[config.mk]
export PLATFORM = sky130hd
export DESIGN_NAME = vga_frame_monitor
export DESIGN_NICKNAME = d
export VERILOG_FILES = /design/src/rtl/vga_frame_monitor.sv
export SDC_FILE = /design/constraint.sdc
export NUM_CORES = 1
export LEC_CHECK = 0
export ABC_CLOCK_PERIOD_IN_PS = 2200
export CORE_MARGIN = 10
export CORE_UTILIZATION = 30
export CTS_CLUSTER_DIAMETER = 120
export DETAILED_ROUTE_END_ITERATION = 12
export PLACE_DENSITY = 0.56
export SYNTH_ARGS = -nofsm -noshare
export SYNTH_HDL_FRONTEND = slang
export SYNTH_SLANG_ARGS = --single-unit
[constraint.sdc]
create_clock -name clk -period 2.2 [get_ports clk]
set_clock_uncertainty 0.05 [all_clocks]
set_input_delay 0.44 -clock clk [delete_from_list [all_inputs] [get_ports clk]]
set_output_delay 0.44 -clock clk [all_outputs]
set_load 0.05 [all_outputs]
[src/rtl/vga_frame_monitor.sv]
// VGA output monitor: recovers frame/line timing from raw syncs, checks sync
// widths and periods against the configured mode and reports a per-frame CRC-16.
module vga_frame_monitor #(
  parameter int COLOR_BITS = 6,
  parameter int H_ACTIVE   = 640,
  parameter int H_FRONT    = 16,
  parameter int H_SYNC     = 96,
  parameter int H_BACK     = 48,
  parameter int V_ACTIVE   = 480,
  parameter int V_FRONT    = 10,
  parameter int V_SYNC     = 2,
  parameter int V_BACK     = 33,
  parameter int SYNC_POL   = 0
) (
  input  logic                  clk,
  input  logic                  rst_n,
  input  logic                  pix_en,
  input  logic [COLOR_BITS-1:0] rgb,
  input  logic                  hsync,
  input  logic                  vsync,
  output logic                  frame_valid,
  output logic [15:0]           frame_crc,
  output logic [2:0]            frame_err,
  output logic [7:0]            frame_cnt,
  output logic                  locked
);

  localparam int H_TOTAL = H_ACTIVE + H_FRONT + H_SYNC + H_BACK;
  localparam int V_TOTAL = V_ACTIVE + V_FRONT + V_SYNC + V_BACK;
  localparam int HW = $clog2(H_TOTAL) + 1;
  localparam int VW = $clog2(V_TOTAL) + 1;

  localparam logic [HW-1:0] H_LAST      = HW'(H_TOTAL - 1);
  localparam logic [HW-1:0] H_SYNC_LAST = HW'(H_SYNC - 1);
  localparam logic [HW-1:0] H_ACT_LO    = HW'(H_SYNC + H_BACK);
  localparam logic [HW-1:0] H_ACT_HI    = HW'(H_SYNC + H_BACK + H_ACTIVE);
  localparam logic [HW-1:0] H_MAX       = '1;
  localparam logic [VW-1:0] V_LAST      = VW'(V_TOTAL - 1);
  localparam logic [VW-1:0] V_SYNC_LAST = VW'(V_SYNC - 1);
  localparam logic [VW-1:0] V_ACT_LO    = VW'(V_SYNC + V_BACK);
  localparam logic [VW-1:0] V_ACT_HI    = VW'(V_SYNC + V_BACK + V_ACTIVE);
  localparam logic [VW-1:0] V_MAX       = '1;

  // SEARCH: wait for the first vsync edge | TRACK: report on every later vsync edge
  typedef enum logic {SEARCH, TRACK} state_t;
  state_t state, state_nxt;

  logic [COLOR_BITS-1:0] rgb_s1, rgb_s2;
  logic                  hs_s1, hs_s2, vs_s1, vs_s2;
  logic [HW-1:0]         h_cnt;
  logic [VW-1:0]         v_cnt;
  logic                  v_pend, h_chk_en;
  logic [15:0]           crc, crc_nxt;
  logic [2:0]            err_q, err_set, err_rep;
  logic                  report, pix_act;
  logic                  hs_norm, vs_norm, h_edge, h_fall, v_edge, v_fall;

  assign hs_norm = (SYNC_POL != 0) ? hsync : ~hsync;
  assign vs_norm = (SYNC_POL != 0) ? vsync : ~vsync;
  assign h_edge  = hs_s1 & ~hs_s2;
  assign h_fall  = ~hs_s1 & hs_s2;
  assign v_edge  = vs_s1 & ~vs_s2;
  assign v_fall  = ~vs_s1 & vs_s2;

  // h_cnt/v_cnt track the pixel held in stage s2.
  assign pix_act = (h_cnt >= H_ACT_LO) && (h_cnt < H_ACT_HI) &&
                   (v_cnt >= V_ACT_LO) && (v_cnt < V_ACT_HI);

  function automatic logic [15:0] crc_feed(input logic [15:0] c, input logic [COLOR_BITS-1:0] d);
    logic [15:0] r;
    r = c;
    for (int i = COLOR_BITS - 1; i >= 0; i--) begin
      r = {r[14:0], 1'b0} ^ ((r[15] ^ d[i]) ? 16'h1021 : 16'h0000);
    end
    return r;
  endfunction

  assign crc_nxt = pix_act ? crc_feed(crc, rgb_s2) : crc;
  assign err_rep = err_q | err_set;

  always_comb begin
    state_nxt = state;
    report    = 1'b0;
    err_set   = 3'b000;
    if (pix_en) begin
      if (state == TRACK) begin
        if (h_chk_en) begin
          err_set[0] = h_edge ? (h_cnt != H_LAST) : (h_cnt == H_LAST);
          err_set[1] = h_fall && (h_cnt != H_SYNC_LAST);
        end
        err_set[2] = (v_edge && (v_cnt != V_LAST)) || (v_fall && (v_cnt != V_SYNC_LAST));
        report     = v_edge;
      end else if (v_edge) begin
        state_nxt = TRACK;
      end
    end
  end

  always_ff @(posedge clk) begin
    if (!rst_n) begin
      state       <= SEARCH;
      rgb_s1      <= '0;
      rgb_s2      <= '0;
      hs_s1       <= 1'b0;
      hs_s2       <= 1'b0;
      vs_s1       <= 1'b0;
      vs_s2       <= 1'b0;
      h_cnt       <= '0;
      v_cnt       <= '0;
      v_pend      <= 1'b0;
      h_chk_en    <= 1'b0;
      crc         <= 16'hFFFF;
      err_q       <= 3'b000;
      frame_valid <= 1'b0;
      frame_crc   <= 16'h0000;
      frame_err   <= 3'b000;
      frame_cnt   <= 8'd0;
      locked      <= 1'b0;
    end else begin
      state       <= state_nxt;
      frame_valid <= report;
      if (report) begin
        frame_crc <= crc_nxt;
        frame_err <= err_rep;
        frame_cnt <= frame_cnt + 8'd1;
        locked    <= (err_rep == 3'b000);
      end
      if (pix_en) begin
        rgb_s1 <= rgb;
        hs_s1  <= hs_norm;
        vs_s1  <= vs_norm;
        rgb_s2 <= rgb_s1;
        hs_s2  <= hs_s1;
        vs_s2  <= vs_s1;
        crc    <= v_edge ? 16'hFFFF : crc_nxt;
        err_q  <= report ? 3'b000 : err_rep;
        if (h_edge) h_cnt <= '0;
        else if (h_cnt != H_MAX) h_cnt <= h_cnt + HW'(1);
        // Line 0 starts at the first hsync edge at or after the vsync edge.
        if (v_edge) begin
          v_cnt  <= '0;
          v_pend <= ~h_edge;
        end else if (h_edge) begin
          if (v_pend) v_pend <= 1'b0;
          else if (v_cnt != V_MAX) v_cnt <= v_cnt + VW'(1);
        end
        if (state != TRACK) h_chk_en <= 1'b0;
        else if (h_edge) h_chk_en <= 1'b1;
      end
    end
  end

endmodule

# Yosys cells after proc, flatten, opt, wreduce, memory -nomap -nowiden
# Cells that the tools add are included.
# totals
memories	0
out_inout_bits	29
reg_bits	89
ramBits	0
romBits	0
latchBits	0
# classes
eq_ne	9
mux	27
n_mul	0
reduce_logical	15
addsub	3
div	0
magnitude_cmp	4
shifts	0
n_bitwise	24
# ops
operator	n
XOR 16 x 13 -> 16 bit	6
2-to-1 mux 13 bit	6
2-to-1 mux 11 bit	6
2-to-1 mux 16 bit	2
adder 11 x 1 -> 11 bit, second input constant	2
less-than comparator 11 x 10 -> 1 bit, second input constant	2
inequality test 11 x 10 -> 1 bit, second input constant	2
inequality test 11 bit, second input constant	2
== test 11 x 10 -> 1 bit, second input constant	1
>= comparator 11 x 6 -> 1 bit, second input constant	1
>= comparator 11 x 8 -> 1 bit, second input constant	1
inequality test 11 x 1 -> 1 bit, second input constant	1
inequality test 11 x 7 -> 1 bit, second input constant	1
2-to-1 mux 1 bit	9
2-to-1 mux 3 bit	3
adder 8 x 1 -> 8 bit, second input constant	1
inverter 1 bit	7
logical AND 1 bit	6
AND reduction 2 bit	3
nonzero test 2 bit	3
XOR 1 bit	6
bitwise AND 1 bit	4
inequality test 2 x 1 -> 1 bit, second input constant	2
AND reduction 4 bit	1
4 further kinds	4

# Longest topological paths before layout
# Gate-level depths: netlist (run 1).
# logic_depth
word_depth	20
ltp_mapped	7

# Worst setup path before layout (run 1)
# OpenSTA, ideal clock, no wires.
# synth_path
path_type	reg2reg
from	reg v_cnt[5]
to	reg frame_crc[12]
slack_ns	0.058
stages_incl_launch_ff	7
arrival_time_ns	1.970
required_time_ns	2.028
setup_ns	0.122
path_cell_list	dfxtp_1 or4_4 o31a_1 a211oi_4 buf_6 nor3b_1 a221o_1
# synth_between
elab_chain_cells	4
word_cells_on_any_way	5
# synth_lines
element	line_no	text
from (decl)	51	logic [VW-1:0] v_cnt;
from (signal assigned)	145	else if (v_cnt != V_MAX) v_cnt <= v_cnt + VW'(1);
>= comparator 11 x 6 -> 1 bit	67	(v_cnt >= V_ACT_LO) && (v_cnt < V_ACT_HI);
logical AND 1 bit	66	assign pix_act = (h_cnt >= H_ACT_LO) && (h_cnt < H_ACT_HI) &&
logical AND 1 bit (*)	67	
2-to-1 mux 16 bit (*)	78	assign crc_nxt = pix_act ? crc_feed(crc, rgb_s2) : crc;
to (signal assigned)	123	frame_crc <= crc_nxt;
to (decl)	22	output logic [15:0] frame_crc,
# Mark *: on every way between the ends. The rest lies on a longest branch, timed or not.
# A chain may end at the register's enable or synchronous reset.

# Final worst setup path (run 1)
# layout_path
from	reg v_cnt[4]
to	reg frame_crc[15]
# Same word-level chain as after synthesis.

==> results of run 1 <==
==> state kept, by name, indices dropped and copies added (netlist names), 6 cells and up <==
| register | count |
|---|---|
| frame_crc | 16 |
| rgb_s2 | 6 |
| v_cnt | 11 |
| crc | 16 |
| h_cnt | 11 |
| frame_cnt | 8 |
| rgb_s1 | 6 |
==> per-layer routing <==
layer  part of all wire  vias up  GRT usage
met2               0.44       63      0.158
met4              0.019        0     0.0514
met3              0.062       14     0.0349
met1               0.48     1547      0.140
met5                  0        -          0
li1                   -     1672          -
==> power by group <==
group | switching [mW] | internal [mW] | leakage (nW)
Combinational | 0.126 | 0.0913 | 1.10
Sequential | 0.0218 | 1.64 | 0.721
Clock | 0.672 | 0.811 | 0.144
Total | 0.820 | 2.54 | 1.97
==> cell type report <==
cell class	count	share of cell area
clock buffer	10	0.0469
clock inverter	6	0.00957
inverter	8	0.00589
multi-input combinational	318	0.412
sequential	89	0.350
tap	172	0.0422
timing repair buffer	71	0.134
==> logic make-up (layout without fill, tap and decap cells) <==
group / count (synthesis) / after routing
flops: 89 / 89
simple gates: 171 / 171
compound gates: 78 / 78
mux: 21 / 21
fa+ha+maj: 6 / 6
xor+xnor: 42 / 42
buf+inv: 30 / 95
==> cells in the mapped netlist (10+ instances only) <==
master	instances
xor2_1	25
o211ai_1	15
nor3b_1	10
dfxtp_1	89
nor2_1	75
nand2_1	29
nor3_1	10
nand3_1	10
clkbuf_1	15
xnor2_1	17
a21oi_1	14
mux2i_1	21
==> worst register-to-register path, delay by kind of cell, from the launching register on <==
kind                   cells  cell delay (ns)
AO/OA/AOI/OAI              3             0.88
buffers and inverters      1             0.21
flip-flops                 1             0.32
AND/OR/NAND/NOR            2             0.64
==> how the worst max path moves through the flow <==
stage / start / end / slack [ns] / cells past startpoint
final: v_cnt[4]$_SDFFE_PN0P_ / frame_crc[15]$_SDFFE_PN0P_ / -0.02 / 6
after global routing: v_cnt[4]$_SDFFE_PN0P_ / frame_crc[8]$_SDFFE_PN0P_ / -0.07 / 6
after detailed placement: pix_en / frame_crc[10]$_SDFFE_PN0P_ / -0.21 / 4
after CTS: v_cnt[4]$_SDFFE_PN0P_ / crc[5]$_SDFFE_PN1P_ / 0.005 / 6
after floorplan: v_cnt[5]$_SDFFE_PN0P_ / frame_crc[12]$_SDFFE_PN0P_ / 0.06 / 6
after global placement: pix_en / frame_crc[6]$_SDFFE_PN0P_ / -0.16 / 4
==> timing repair <==
item	4_1_cts	5_1_grt
pin swaps	0	3
gates resized for setup	2	8
endpoints found under the setup margin	3	28
==> out/qor.yml, run 1 <==
place:
  dp_cells: 658
  post_dp_cell_area_sq_um: 4760
  pre_cts_slack_ns: -0.211
  dp_hpwl_microns: 6940
  routabilityCongestion: 0.811
  portBuffers: 39
floorplan:
  die_w_microns: 135
  start_util: 0.310
  dieArea_sq_um: 18200
  io_pins: 40
  die-height_microns: 135
  coreArea_sq_um: 12800
  rows: 41
cells_and_area:
  multi_input_area_sq_um: 2100
  final_common_cell: "dfxtp_1"
  design_area_sq_um: 5100
  drive_gt1_frac: 0.124
  nets: 514
  fin_util: 0.399
  layout_common_cells: "dfxtp_1 (87), nor2_1 (75), clkdlybuf4s50_1 (39)"
  nFillCells: 1280
  layout.cells.non_filler: 674
  num_antenna_cells: 0
  syn2layout_area_growth_pct: 28.7
  regArea_sq_um: 1780
global_routing:
  grt_max_degree: 32
  grt-ovfl-total: 0
  antenna_found_initial: 0
  grt.total_usage: 0.108
  grt_pass1_vias: 3171
  grt_pass1_wl_microns: 16200
setup_path:
  r2r_cells: 6
  cp_slowest_cell: "or4_4"
  cp-start-kind: "flop"
  cp_slowest_stage_delay_ns: 0.55
  worstPathMaxFanout: 26
  path_class: "reg -> reg"
  end_kind: "flop"
  cp.buffers_inverters: 1
  path_cells: "or4_4, o31a_1, a211oi_4, buf_12, nor3b_1, a221o_1"
  reg2reg_from: "v_cnt[4]$_SDFFE_PN0P_"
  rrSetupSlack_ns: -0.02
  cp.required_ns: 2.38
  worst_ep_arrival_time_ns: 2.40
  cpLargestDelayFamily: "compound AO/OA/AOI/OAI gates"
  rr_endpoint: "frame_crc[15]$_SDFFE_PN0P_"
pwr:
  leakagePower_nw: 1.97
  power_mw: 3.36
  irDropWorstVdd_mv: 0.354
  p_per_area_nw_per_um2: 659
clocking:
  hold_buffers: 0
  clockBufferDepth: 2
  post_cts_buffers: 0
  cts_root_buffer: "clkbuf_16"
  cts_buffers: 9
  cts.sinks: 89
  cts_tree: "built"
  h-tree-depth: 3
  clk_latency_ns: 0.34
  path_clk_slew_ns: 0.07
status:
  status: "complete, but fails checks"
  violations: "setup timing"
timing:
  finalSetupViolations: 5
  slew_violations: 0
  rsz0062_at_grt: "true"
  setup_ws_ns: -0.0221
  period_share: 1.01
  tightestPinTransition_ns: 1.14
  hold_slack_ns: 0.401
  fmax_ghz: 0.450
  finalSetupTns_ns: -0.0719
  period_needed_ns: 2.22
  hold_violations: 0
  max-slew-margin-rel: 0.235
route:
  antenna_left: 0
  num_vias: 3296
  drt-total-wl_microns: 9800
  routedWlPerCell_microns: 14.5
  drcViolationCount: 0
  first_pass_iters: 4
  first_iter_violations: 196
  drt-vias-per-instance: 4.89
run:
  maxCapViolCount: 0
logic_synthesis:
  synth-edff-count: 0
  synth-compound-area-share: 0.144
  synth-main-ff-cell: "dfxtp_1"
  synth.mux.area_fraction: 0.0531
  synth_top_cell_by_area: "dfxtp_1"
  avgSynthCellArea_sq_um: 9.06
  synth_xor_area_frac: 0.0929
  synth_fa_ha_area_frac: 0.0190
  synth.net_count: 454
  syn_area_sq_um: 3960
  synth-seq-cells: 89
  yosys_warnings: 0
  synth_top_family_by_area: "simple AND/OR/NAND/NOR gates"
  ys_types: 48
  netlist_instances: 437
  synthArstFlopShare: 0
  synthSimpleGateAreaFrac: 0.209
  yosysSeqAreaShare: 0.450
  synth_top_area_frac: 0.450
  ys_top_cells_by_area: "dfxtp_1 (45%), nor2_1 (7.1%), xor2_1 (5.5%), mux2i_1 (5.3%), xnor2_1 (3.8%)"
min_path:
  min-delay-start: "frame_crc[1]$_SDFFE_PN0P_"
  hold_depth: 2
  holdPathEnd: "frame_crc[1]$_SDFFE_PN0P_"
  hold_path_class: "reg -> reg"
Power figures use the tool's default switching activity.
==> inputs of run 2 (changes only) <==
Settings changed: SLEW_MARGIN set to 20.
==> run 2 against run 1 <==
  * The run still ends with setup timing left
  * Clock-buffer cell count stayed put
  * Die area stayed put
  * Critical path depth stayed put
  * Fmax hardly changed
  * First-iteration DRC count is 5.1% higher
  * Worst setup slack better by 0.00092 ns
  * Sequential power hardly changed
  * Cell count stayed put
==> out/qor.yml, run 2 (synthesis gave the netlist of run 1 again) <==
status:
  status: "complete, but fails checks"  # unchanged
  violations: "setup timing"  # unchanged
global_routing:
  grt_util_met2: 0.158  # unchanged
  grt_max_degree: 32  # unchanged
  antenna_found_initial: 0  # unchanged
  grt_pass1_wl_microns: 16200  # unchanged
  grt_pass1_vias: 3171  # unchanged
  grt.total_usage: 0.108  # unchanged
  grt-ovfl-total: 0  # unchanged
  use_met1: 0.140  # unchanged
  grt-busiest-layer: "met2"  # unchanged
  grt_util_met3: 0.0349  # unchanged
pwr:
  leakagePower_nw: 1.97  # about the same
  irDropWorstVdd_mv: 0.356  # was 0.354 mV
  p_per_area_nw_per_um2: 659  # about the same
setup_path:
  worstPathMaxFanout: 26  # unchanged
  cpLargestDelayFamily: "compound AO/OA/AOI/OAI gates"  # unchanged
  cp_slowest_stage_delay_ns: 0.55  # about the same
  cp.buffers_inverters: 1  # unchanged
  path_cells: "or4_4, o31a_1, a211oi_4, buf_12, nor3b_1, a221o_1"  # unchanged
  worst-path-stages: 6  # unchanged
  rr_endpoint: "frame_crc[15]$_SDFFE_PN0P_"  # unchanged
  cp_slowest_cell: "or4_4"  # unchanged
  end_kind: "flop"  # unchanged
  cp.required_ns: 2.38  # about the same
  worst_ep_arrival_time_ns: 2.40  # about the same
  path_class: "reg -> reg"  # unchanged
  cp-start-kind: "flop"  # unchanged
  rrSetupSlack_ns: -0.02  # about the same
  reg2reg_from: "v_cnt[4]$_SDFFE_PN0P_"  # unchanged
  r2r_cells: 6  # unchanged
cells_and_area:
  fin_util: 0.399  # about the same
  num_antenna_cells: 0  # unchanged
  syn2layout_area_growth_pct: 28.8  # was 28.7%
  final_common_cell: "dfxtp_1"  # unchanged
  top_regs: "crc x16, frame_crc x16"  # unchanged
  nets: 514  # unchanged
  layout_common_cells: "dfxtp_1 (87), nor2_1 (74), clkdlybuf4s50_1 (39)"  # was dfxtp_1 (87), nor2_1 (75), clkdlybuf4s50_1 (39)
  drive_gt1_frac: 0.125  # was 0.124
timing:
  period_share: 1.01  # about the same
  period_needed_ns: 2.22  # about the same
  setup_ws_ns: -0.0212  # was -0.0221 ns
  fmax_ghz: 0.450  # about the same
  max-slew-margin-rel: 0.537  # was 0.235
  finalSetupViolations: 5  # unchanged
  tightestPinTransition_ns: 0.689  # was 1.14 ns
  rsz0062_at_grt: "true"  # unchanged
  hold_violations: 0  # unchanged
  slew_violations: 0  # unchanged
min_path:
  min-delay-start: "frame_crc[1]$_SDFFE_PN0P_"  # unchanged
  hold_depth: 2  # unchanged
  hold_path_class: "reg -> reg"  # unchanged
  holdPathEnd: "frame_crc[1]$_SDFFE_PN0P_"  # unchanged
clocking:
  cts_root_buffer: "clkbuf_16"  # unchanged
  cts.sinks: 89  # unchanged
  clockBufferDepth: 2  # unchanged
  path_clk_slew_ns: 0.07  # about the same
  post_cts_buffers: 0  # unchanged
  cts_buffers: 9  # unchanged
  hold_buffers: 0  # unchanged
  cts_tree: "built"  # unchanged
  clk_latency_ns: 0.34  # about the same
  h-tree-depth: 3  # unchanged
floorplan:
  coreArea_sq_um: 12800  # unchanged
  io_pins: 40  # unchanged
  die_w_microns: 135  # unchanged
  start_util: 0.310  # unchanged
  rows: 41  # unchanged
  dieArea_sq_um: 18200  # unchanged
  die-height_microns: 135  # unchanged
place:
  dp_hpwl_microns: 6940  # unchanged
  portBuffers: 39  # unchanged
  routabilityCongestion: 0.811  # unchanged
  pre_cts_slack_ns: -0.211  # unchanged
route:
  num_vias: 3307  # was 3,296
  drcViolationCount: 0  # unchanged
  drt-vias-per-instance: 4.91  # was 4.89
  antenna_left: 0  # unchanged
  first_iter_violations: 206  # was 196
  first_pass_iters: 4  # unchanged
  routedWlPerCell_microns: 14.6  # was 14.5 microns
  drt-total-wl_microns: 9810  # was 9800 microns
run:
  maxCapViolCount: 0  # unchanged
run 2: stage by stage:
stage	TNS [ns]	std cells	power [mW]	hold WS [ns]	cell area, sq um
2_1_floorplan	0	437	1.82	0.383	3960
3_3_place_gp	-2.62	658	1.91	0.388	4760
3_5_place_dp	-3.20	658	1.91	0.397	4760
4_1_cts	0	674	3.40	0.407	5060
5_1_grt	-0.740	674	3.49	0.417	5100
6_report	-0.0772	674	3.36	0.401	5100
run 2: worst max path at each step:
stage,start,end,slack [ns]
floorplan,v_cnt[5]$_SDFFE_PN0P_,frame_crc[12]$_SDFFE_PN0P_,0.06
global placement,pix_en,frame_crc[6]$_SDFFE_PN0P_,-0.16
detailed placement,pix_en,frame_crc[10]$_SDFFE_PN0P_,-0.21
CTS,v_cnt[4]$_SDFFE_PN0P_,crc[5]$_SDFFE_PN1P_,0.005
global route,v_cnt[4]$_SDFFE_PN0P_,frame_crc[8]$_SDFFE_PN0P_,-0.07
finish,v_cnt[4]$_SDFFE_PN0P_,frame_crc[15]$_SDFFE_PN0P_,-0.02
run 2: what timing repair did:
item,CTS,global route
endpoints found under the setup margin,3,28
pin swaps,0,3
gates resized for setup,2,8
run 2: cell type report:
cell class,instances,area (sq um)
fill,1282,7670
multi-input combinational,318,2100
sequential,89,1780
timing repair buffer,71,681
clock buffer,10,239
tap,172,215
clock inverter,6,48.8
inverter,8,30.0
run 2: per-layer routing:
metal	part of all wire	up-vias
met1	0.48	1555
met4	0.022	0
met2	0.44	64
li1	-	1670
met5	0	-
met3	0.060	18
run 2: report_power, final:
group / switching [mW] / leakage (nW) / internal [mW] / total [mW]
registers: 0.0222 / 0.721 / 1.64 / 1.66
logic: 0.126 / 1.10 / 0.0916 / 0.218
clock network: 0.672 / 0.144 / 0.811 / 1.48
run 2: worst min-delay path: stages (launching register included):
cell and delay [ns]:
dfxtp_1 0.31, nand2_1 0.05, o21ai_1 0.05
